--- config.mk ---
export PLATFORM = sky130hd
export DESIGN_NAME = jogo_sequencia_param
export DESIGN_NICKNAME = d
export VERILOG_FILES = /design/src/rtl/jogo_sequencia_param.sv
export SDC_FILE = /design/constraint.sdc
export NUM_CORES = 1
export LEC_CHECK = 0
export CORE_MARGIN = 1.5
export CORE_UTILIZATION = 25
export CTS_BUF_LIST = sky130_fd_sc_hd__clkbuf_8
export CTS_CLUSTER_SIZE = 25
export DETAILED_ROUTE_END_ITERATION = 10
export PLACE_DENSITY = 0.45
export SETUP_SLACK_MARGIN = 0.02
export SYNTH_ARGS = -nofsm -noshare
export SYNTH_HDL_FRONTEND = slang
export SYNTH_SLANG_ARGS = --single-unit
--- constraint.sdc ---
create_clock -name clock -period 5.6 [get_ports clock]
set_input_delay 0.84 -clock clock [delete_from_list [all_inputs] [get_ports clock]]
set_output_delay 0.84 -clock clock [all_outputs]
set_load 0.005 [all_outputs]
--- src/rtl/jogo_sequencia_param.sv ---
// Simon-style sequence game engine.
// Fills a sequence memory from a 16-bit LFSR, replays a growing prefix on the LEDs and checks
// the player's presses. Each move has a timeout.
// Ports:
//   clock, reset     - system clock; synchronous active-high reset
//   iniciar          - start/restart request (level), honoured in INICIAL and terminal states
//   modo             - 0: LFSR reloaded with SEMENTE at each start; 1: LFSR free-runs
//   dificuldade      - game length select, latched on start
//   botoes           - debounced active-high buttons
//   leds             - one-hot sequence display, or button echo while waiting for input
//   pronto           - any terminal state
//   ganhou/perdeu/timeout - win / wrong press / move timeout flags
//   rodada           - current round length
//   db_estado        - state code
module jogo_sequencia_param #(
  parameter int unsigned N_BOTOES = 4,
  parameter int unsigned PROF_MAX = 16,
  parameter int unsigned T_LED    = 1000,
  parameter int unsigned T_PAUSA  = 250,
  parameter int unsigned T_JOGADA = 5000,
  parameter logic [15:0] SEMENTE  = 16'hACE1
) (
  input  logic                      clock,
  input  logic                      reset,
  input  logic                      iniciar,
  input  logic                      modo,
  input  logic [1:0]                dificuldade,
  input  logic [N_BOTOES-1:0]       botoes,
  output logic [N_BOTOES-1:0]       leds,
  output logic                      pronto,
  output logic                      ganhou,
  output logic                      perdeu,
  output logic                      timeout,
  output logic [$clog2(PROF_MAX):0] rodada,
  output logic [3:0]                db_estado
);

  localparam int unsigned SymW = $clog2(N_BOTOES);
  localparam int unsigned IdxW = $clog2(PROF_MAX);
  localparam int unsigned RodW = IdxW + 1;
  localparam int unsigned TMax = (T_LED > T_PAUSA) ?
                                 ((T_LED > T_JOGADA) ? T_LED : T_JOGADA) :
                                 ((T_PAUSA > T_JOGADA) ? T_PAUSA : T_JOGADA);
  localparam int unsigned TimW = $clog2(TMax + 1);
  localparam logic [15:0] Seed = (SEMENTE == 16'd0) ? 16'd1 : SEMENTE;
  localparam logic [N_BOTOES-1:0] One = {{(N_BOTOES-1){1'b0}}, 1'b1};

  typedef enum logic [3:0] {
    StInicial  = 4'd0,
    StGera     = 4'd1,
    StMostra   = 4'd2,
    StPausa    = 4'd3,
    StEspera   = 4'd4,
    StSolta    = 4'd5,
    StGanhou   = 4'd6,
    StErro     = 4'd7,
    StEstourou = 4'd8
  } estadoT;

  estadoT              estadoQ, estadoD;
  logic [15:0]         lfsrQ, lfsrD, lfsrStep;
  logic [SymW-1:0]     memQ [PROF_MAX];
  logic [SymW-1:0]     sym;
  logic                memWe;
  logic [IdxW-1:0]     iQ, iD;
  logic [RodW-1:0]     kQ, kD, kInc;
  logic [RodW-1:0]     rodadaQ, rodadaD;
  logic [RodW-1:0]     compQ, compD;
  logic [TimW-1:0]     timerQ, timerD;
  logic [N_BOTOES-1:0] ledsQ, ledsD;
  logic [N_BOTOES-1:0] alvo;
  logic                iniciarJogo;

  // Fibonacci LFSR, taps 16,14,13,11 (bits 0,2,3,5 in shift-right form).
  assign lfsrStep = {lfsrQ[0] ^ lfsrQ[2] ^ lfsrQ[3] ^ lfsrQ[5], lfsrQ[15:1]};
  assign sym      = SymW'(lfsrQ[7:0] % 8'(N_BOTOES));
  assign kInc     = kQ + RodW'(1);
  assign alvo     = One << memQ[kQ[IdxW-1:0]];

  always_comb begin
    estadoD     = estadoQ;
    lfsrD       = modo ? lfsrStep : lfsrQ;
    memWe       = 1'b0;
    iD          = iQ;
    kD          = kQ;
    rodadaD     = rodadaQ;
    compD       = compQ;
    timerD      = timerQ;
    iniciarJogo = 1'b0;

    case (estadoQ)
      StInicial: iniciarJogo = iniciar;
      StGera: begin
        memWe = 1'b1;
        if (!modo) lfsrD = lfsrStep;
        iD = iQ + IdxW'(1);
        if (iQ == IdxW'(PROF_MAX - 1)) begin
          rodadaD = RodW'(1);
          kD      = '0;
          timerD  = '0;
          estadoD = StMostra;
        end
      end
      StMostra: begin
        if (timerQ == TimW'(T_LED - 1)) begin
          timerD  = '0;
          estadoD = StPausa;
        end else begin
          timerD = timerQ + TimW'(1);
        end
      end
      StPausa: begin
        if (timerQ == TimW'(T_PAUSA - 1)) begin
          timerD = '0;
          if (kInc == rodadaQ) begin
            kD      = '0;
            estadoD = StEspera;
          end else begin
            kD      = kInc;
            estadoD = StMostra;
          end
        end else begin
          timerD = timerQ + TimW'(1);
        end
      end
      StEspera: begin
        // A press in the expiry cycle takes precedence over the timeout.
        if (botoes != '0) begin
          estadoD = (botoes == alvo) ? StSolta : StErro;
        end else if (timerQ >= TimW'(T_JOGADA - 1)) begin
          estadoD = StEstourou;
        end
        if (timerQ < TimW'(T_JOGADA)) timerD = timerQ + TimW'(1);
      end
      StSolta: begin
        if (botoes == '0) begin
          if (kInc < rodadaQ) begin
            kD      = kInc;
            timerD  = '0;
            estadoD = StEspera;
          end else if (rodadaQ == compQ) begin
            estadoD = StGanhou;
          end else begin
            rodadaD = rodadaQ + RodW'(1);
            kD      = '0;
            timerD  = '0;
            estadoD = StMostra;
          end
        end
      end
      StGanhou, StErro, StEstourou: iniciarJogo = iniciar;
      default: estadoD = StInicial;
    endcase

    if (iniciarJogo) begin
      estadoD = StGera;
      iD      = '0;
      if (!modo) lfsrD = Seed;
      case (dificuldade)
        2'd0:    compD = RodW'(PROF_MAX / 4);
        2'd1:    compD = RodW'(PROF_MAX / 2);
        default: compD = RodW'(PROF_MAX);
      endcase
    end
  end

  // Outputs are registered from the next state so they line up with db_estado.
  always_comb begin
    ledsD = '0;
    case (estadoD)
      StMostra:          ledsD = One << memQ[kD[IdxW-1:0]];
      StEspera, StSolta: ledsD = botoes;
      default:           ledsD = '0;
    endcase
  end

  always_ff @(posedge clock) begin
    if (reset) begin
      estadoQ <= StInicial;
      lfsrQ   <= Seed;
      iQ      <= '0;
      kQ      <= '0;
      rodadaQ <= '0;
      compQ   <= '0;
      timerQ  <= '0;
      ledsQ   <= '0;
      pronto  <= 1'b0;
      ganhou  <= 1'b0;
      perdeu  <= 1'b0;
      timeout <= 1'b0;
    end else begin
      estadoQ <= estadoD;
      lfsrQ   <= lfsrD;
      iQ      <= iD;
      kQ      <= kD;
      rodadaQ <= rodadaD;
      compQ   <= compD;
      timerQ  <= timerD;
      ledsQ   <= ledsD;
      pronto  <= (estadoD == StGanhou) || (estadoD == StErro) || (estadoD == StEstourou);
      ganhou  <= (estadoD == StGanhou);
      perdeu  <= (estadoD == StErro);
      timeout <= (estadoD == StEstourou);
    end
  end

  always_ff @(posedge clock) begin
    if (memWe) memQ[iQ] <= sym;
  end

  assign leds      = ledsQ;
  assign rodada    = rodadaQ;
  assign db_estado = estadoQ;

endmodule

=== Yosys cells after proc, flatten, opt, wreduce, memory -nomap -nowiden ===
Memories as Yosys holds them, arrays and structs flattened. A register that Yosys moved wholly into a read port is not among the register bits.
Cells that the tools add are included.

* Flip-flop bits (word level): 60
* Bits in writable memories: 32
* Input bits: 10
* Output and inout port bits: 17
* Memories: 1

* Add/subtract/negate cells: 4
* Order comparisons: 3
* Equal/unequal tests: 28
* Shift operators: 2
* Mux-type cells: 44
* Bitwise operators: 3
* Reduce and logical (&&, ||, !) cells: 15

{| class="wikitable"
|+ Memories
! name !! depth !! width !! rd ports !! clocked after memory_dff !! wr ports !! line !! text
|-
| memQ || 16 || 2 || 2 || 1 || 1 || 62 || <nowiki>logic [SymW-1:0] memQ [PROF_MAX];</nowiki>
|}

{| class="wikitable"
|+ Operators with widths
! operator !! count
|-
| two-way mux 13 bit || 7
|-
| two-way mux 16 bit || 5
|-
| one-hot mux 13 bit (5 select lines) || 1
|-
| two-way mux 5 bit || 10
|-
| equality test 4 x 3 -> 1 bit (second input constant) || 8
|-
| two-way mux 4 bit || 8
|-
| one-hot mux 4 bit (6 select lines) || 1
|-
| one-hot mux 5 bit (2 select lines) || 2
|-
| one-hot mux 5 bit (3 select lines) || 1
|-
| AND reduction 5 bit || 3
|-
| adder 13 x 1 -> 13 bit (second input constant) || 1
|-
| equality test 13 x 10 -> 1 bit (second input constant) || 1
|-
| equality test 13 x 8 -> 1 bit (second input constant) || 1
|-
| greater-or-equal comparator 13 bit (second input constant) || 1
|-
| < comparator 13 bit (second input constant) || 1
|-
| equality test 4 x 2 -> 1 bit (second input constant) || 3
|-
| equality test 4 bit (second input constant) || 3
|-
| != test 2 bit (second input constant) || 6
|-
| adder 5 x 1 -> 5 bit (second input constant) || 2
|-
| equality test 5 bit || 2
|-
| two-way mux 3 bit || 3
|-
| zero test 4 bit || 2
|-
| one-hot mux 4 bit (2 select lines) || 1
|-
| << shifter 1 x 2 -> 4 bit (first input constant) || 2
|-
| 17 further kinds || 24
|}

=== Longest topological paths before layout ===
* Depth after elaboration: 9
* Mapped depth: 16
* Gate-level depth less buffers: 14

=== Worst setup path before layout ===
Ideal clock, no wire load.

* Kind: register -> register
* Start: register kQ[0]
* End: register ledsQ[0], in the netlist leds[0]
* Setup time: 0.070 ns
* Data arrival time: 3.348 ns
* Data required time: 5.530 ns
* Path slack: 2.181 ns
* Cell stages (with the launch flop): 17
* Buffers on the path: 3
* Clock period less this slack: 3.419 ns
* Path through: dfxtp_1 clkbuf_4 nand3_1 xnor2_1 ha_1 o21a_1 a211oi_1 a32o_1 o22a_1 buf_2 buf_6 mux2i_1 mux2i_1 mux2i_1 mux2i_1 or3_1 a21oi_1

* Longest elaborated chain between the ends: 9
* Elaborated cells on any way between the ends: 23
* Those cells by class: add/sub (1); order compare (1); eq/ne (4); shift (1); mux (14); reduce/logical (1); memory (1)

{| class="wikitable"
|+ RTL lines
! element !! line !! text
|-
| start: declaration || 66 || <nowiki>logic [RodW-1:0] kQ, kD, kInc;</nowiki>
|-
| start signal: assignment || 195 || <nowiki>kQ <= kD;</nowiki>
|-
| branches (longest 8 deep; another with adder 5 x 1 -> 5 bit) || - ||
|-
| one-hot mux 4 bit (2 select lines) * || 170 || <nowiki>case (estadoD)</nowiki>
|-
| end signal: assignment || 199 || <nowiki>ledsQ <= ledsD;</nowiki>
|-
| end: declaration || 70 || <nowiki>logic [N_BOTOES-1:0] ledsQ, ledsD;</nowiki>
|}

Mark *: on every way between the ends. The select of a mux whose other input is x is not followed.
A chain may end at the register's enable or synchronous reset.

=== Worst setup path in the final report ===
* Start: register kQ[1]
* End: register ledsQ[0], in the netlist leds[0]

The elaborated chain is that of the path after synthesis.

==> results.txt <==
----------------------------------------------------
[Outcome]
  Run status ... complete, no violations

[Detailed routing]
  Post-detailed-routing wire length ... around 12000 um
  Drt wl/cell ... 15.6 um
  Routed vias/inst ... 4.80
  Remaining antenna violation count after routing ... 0
  Vias after detailed routing ... between 3000 and 4000
  Number of iterations in the first detailed-routing pass ... 4
  DR DRC count ... 0
  Number of violations reported at the end of detailed-routing iteration 0 ... 238

[Final layout]
  Seq. cell area ... 0.00212 sq mm
  Share of cells above drive strength 1 ... 6.77%
  Most common cell after layout, fill and taps aside ... sky130_fd_sc_hd__nand2_1
  Diodes inserted ... 0
  Share of the core filled with cells ... 29.0%
  Net count, final ... 536
  Leading cell types in the layout, fill and taps excluded ... sky130_fd_sc_hd__nand2_1 (62), sky130_fd_sc_hd__dfxtp_1 (58), sky130_fd_sc_hd__nor2_1 (53)
  Final Cell Area ... 0.00543 sq mm
  Area growth from synthesis to layout ... 14.2%
  Fill cells ... 1940
  Total area of multi-input combinational cells ... 0.00247 sq mm

[Worst setup path]
  Type of destination of the critical path ... register
  Worst reg-to-reg setup slack ... 1090 ps
  Slowest cell on the critical path ... sky130_fd_sc_hd__o22a_1
  Arrival time reported for the critical path endpoint ... 4830 ps
  Biggest cell delay along the critical path ... approximately 800 ps
  Worst reg2reg path depth ... 14
  Crit-path cells ... ha_1 > nand3_1 > xnor2_1 > ha_1 > and4_1 > a221oi_1 > o31ai_1 > o22a_1 > mux2i_1 > mux2i_1 > mux2i_1 > mux2i_1 > or3_1 > a21oi_1
  RR Startpoint ... kQ[1]
  Required time worst endpoint ... 5920 ps
  Highest net fanout along the worst path ... 17
  Worst setup SP type ... register
  Critical Path Most Common Cell ... sky130_fd_sc_hd__mux2i_1
  CP Class ... register to register
  Largest delay share family, worst path ... compound AO/OA/AOI/OAI gates
  Count of buffering cells on the critical path with inverters included ... 0
  Terminus of the critical flop-to-flop path ... leds[0]

[Clock network]
  TritonCTS clock tree ... built
  Number of buffers inserted during clock tree synthesis ... 9
  Post-CTS repair timing setup buffer count ... 0
  Clock sink total ... 90
  Number of buffers between clock root and the deepest sink ... 2
  CTS Hold Bufs ... 0
  Worst-Skew Late Latency ... 380 ps
  Number of H-tree branching levels ... 3
  Root buffer cell ... sky130_fd_sc_hd__clkbuf_8
  Number of cells upsized or downsized after cts ... 0
  Clock Pin Slew Worst Setup and Hold Paths ... 110 ps

[Floorplan]
  Number of top-level design ports ... 27
  Die footprint ... 0.0199 sq mm
  Core Footprint ... 0.0187 sq mm
  Overall die height ... 141 um
  Initial core utilization ... 25.4%
  Die width ... 141 um
  FP Rows ... 50

[Logic synthesis]
  Count of yosys warnings during synthesis ... 0
  Cell area after synthesis ... 0.00476 sq mm
  Commonest register cell after synthesis ... sky130_fd_sc_hd__dfxtp_1
  EDFF count, synth ... 32
  Synthesis-stage register bit count ... 90
  Count of different cell masters after synthesis ... 73
  FFs w/ async S/R, synth ... 0%
  Sequential area share after synthesis ... 44.6%
  Synth Instances ... 494
  Synthesized Nets ... between 500 and 600
  Syn avg cell area ... 9.63 sq um

[Pwr]
  Net switching power figure ... between 0.0003 and 0.0004 W
  Static leakage power ... 1.77 nW
  Internal portion of total power ... ~0.0009 W
  Relative contribution of combinational cells to total power ... 7.3%
  Relative contribution of sequential cells to total power ... 56.4%
  Net Sw Frac ... 28.0%
  PD cells ... 231 mW/mm^2
  Part of the power in the clock network ... 36.3%
  Max VDD drop ... slightly below 0.0001 V

[Timing]
  Fin crit share ... around four fifths
  Count of final setup violators ... 0
  Layout Skew ... 14.6 ps
  Max-slew headroom at the worst pin ... roughly 22%
  Clock period minus final worst setup slack ... roughly 4500 ps
  Total negative slack for setup checks ... 0 ps
  Hold Violations, Final ... 0
  Setup repair after global routing missed its margin ... false
  Least setup slack across all paths after layout ... 1090 ps
  Number of pins exceeding their max-slew limit in the final report ... 0
  FMAX ... 222 MHz
  Slew at the pin closest to its max-slew limit ... 1170 ps

[Global routing]
  Antenna violations before repair ... 0
  Maximum number of pins on one net before global-route repair ... 30
  Global route total overflow ... 0
  Via count of the first global-routing pass ... ~3700
  Global-route wire length before repair ... 19200 um
  Combined global-route utilization of all metal layers ... 12.5%

[Worst hold path]
  Hold endpoint ... lfsrQ[3]
  Worst hold path cell count ... 2
  HP Start ... lfsrQ[4]
  Tightest Hold Check Type ... register to register

[Placement]
  Placed wire-length estimate ... about 8500 um
  Final weighted congestion in routability-driven placement ... about 0.77
  Worst slack, placed ... around 1000 ps
  Cell Area, Placed ... 0.00524 sq mm
  Quantity of I/O buffers inserted on ports ... 26

[Job]
  Count of maximum capacitance violations ... 0

----------------------------------------------------
==> area by class of cell <==
cell class                      instances  share of cell area (%)
Clock buffer                            9                    2.28
Clock inverter                          7                    1.24
Inverter                               19                    1.34
Multi-Input combinational cell        363                    45.5
Sequential cell                        90                    39.1
Tap cell                              234                    5.39
Timing Repair Buffer                   29                    5.20
==> metrics by stage <==
stage	total power, W	hold slack, ps	cells
2_1_floorplan	0.000782	432	494
5_1_grt	0.00132	486	751
3_3_place_gp	0.000814	440	735
3_5_place_dp	0.000817	448	735
4_1_cts	0.00127	458	751
6_report	0.00126	459	751
==> tightest hold or removal path, delay by kind of cell (launching register included) <==
family / cells / cell delay, ps
flip-flops: 1 / 320
AO/OA/AOI/OAI: 1 / 50
AND/OR/NAND/NOR: 1 / 50
==> how the worst max path moves through the flow <==
stage	start	slack, ps	end	cells after the start
detailed placement	botoes[0]	1040	leds[0]	11
finish	kQ[1]	1090	leds[0]	14
CTS	kQ[1]	1100	leds[0]	14
floorplan	kQ[0]	2180	leds[0]	16
global route	kQ[1]	700	leds[0]	14
global placement	botoes[0]	1180	leds[0]	11
==> flip-flops by register name (all words and copies together) (netlist names), 3 cells and up <==
| register | count |
|---|---|
| compQ | 3 |
| leds | 4 |
| iQ | 4 |
| memQ | 32 |
| rodada | 5 |
| timerQ | 13 |
| lfsrQ | 16 |
| db_estado | 4 |
| kQ | 5 |
==> logic make-up after synthesis <==
kind of cell	share of synthesized area [%]
buffers and inverters	3.58
xor gates and xnor gates	4.79
DFF	44.6
and+or+nand+nor	21.5
adders and majority gates	3.68
muxes	11.0
AOI/OAI and AO/OA	10.8
==> power by group through the flow <==
| stage | clock network [W] | logic (W) | registers, W |
|---|---|---|---|
| floorplan | 0 | 0.0000646 | 0.000717 |
| global placement | 0 | 0.0000911 | 0.000723 |
| detailed placement | 0 | 0.0000929 | 0.000724 |
| CTS | 0.000473 | 0.0000932 | 0.000709 |
| global route | 0.000501 | 0.000104 | 0.000712 |
| finish | 0.000456 | 0.0000920 | 0.000709 |
==> synthesized netlist by cell type, drive strengths merged, types with 9 or more instances <==
cell type,n,share of area (%)
a21oi,22,2.4
clkbuf,16,1.3
dfxtp,58,24
edfxtp,32,20
ha,14,3.7
inv,17,1.3
mux2i,33,6.9
nand2,62,4.9
nand3,18,1.9
nand4,10,1.3
nor2,53,4.2
nor2b,9,1.2
nor3,16,1.7
o21ai,15,1.7
xnor2,15,2.8
xor2,11,2.0
==> routing by layer <==
| layer | routed length [um] | vias to the layer above | GRT usage, % | part of all wire [%] |
|---|---|---|---|---|
| li1 | - | 1817 | - | - |
| met1 | 5590 | 1742 | 15.2 | 48 |
| met2 | 5750 | 34 | 21.6 | 49 |
| met3 | 209 | 15 | 2.72 | 1.8 |
| met4 | 196 | 0 | 4.82 | 1.7 |
| met5 | 0 | - | 0 | 0 |
(Power assumes the default switching activity.)
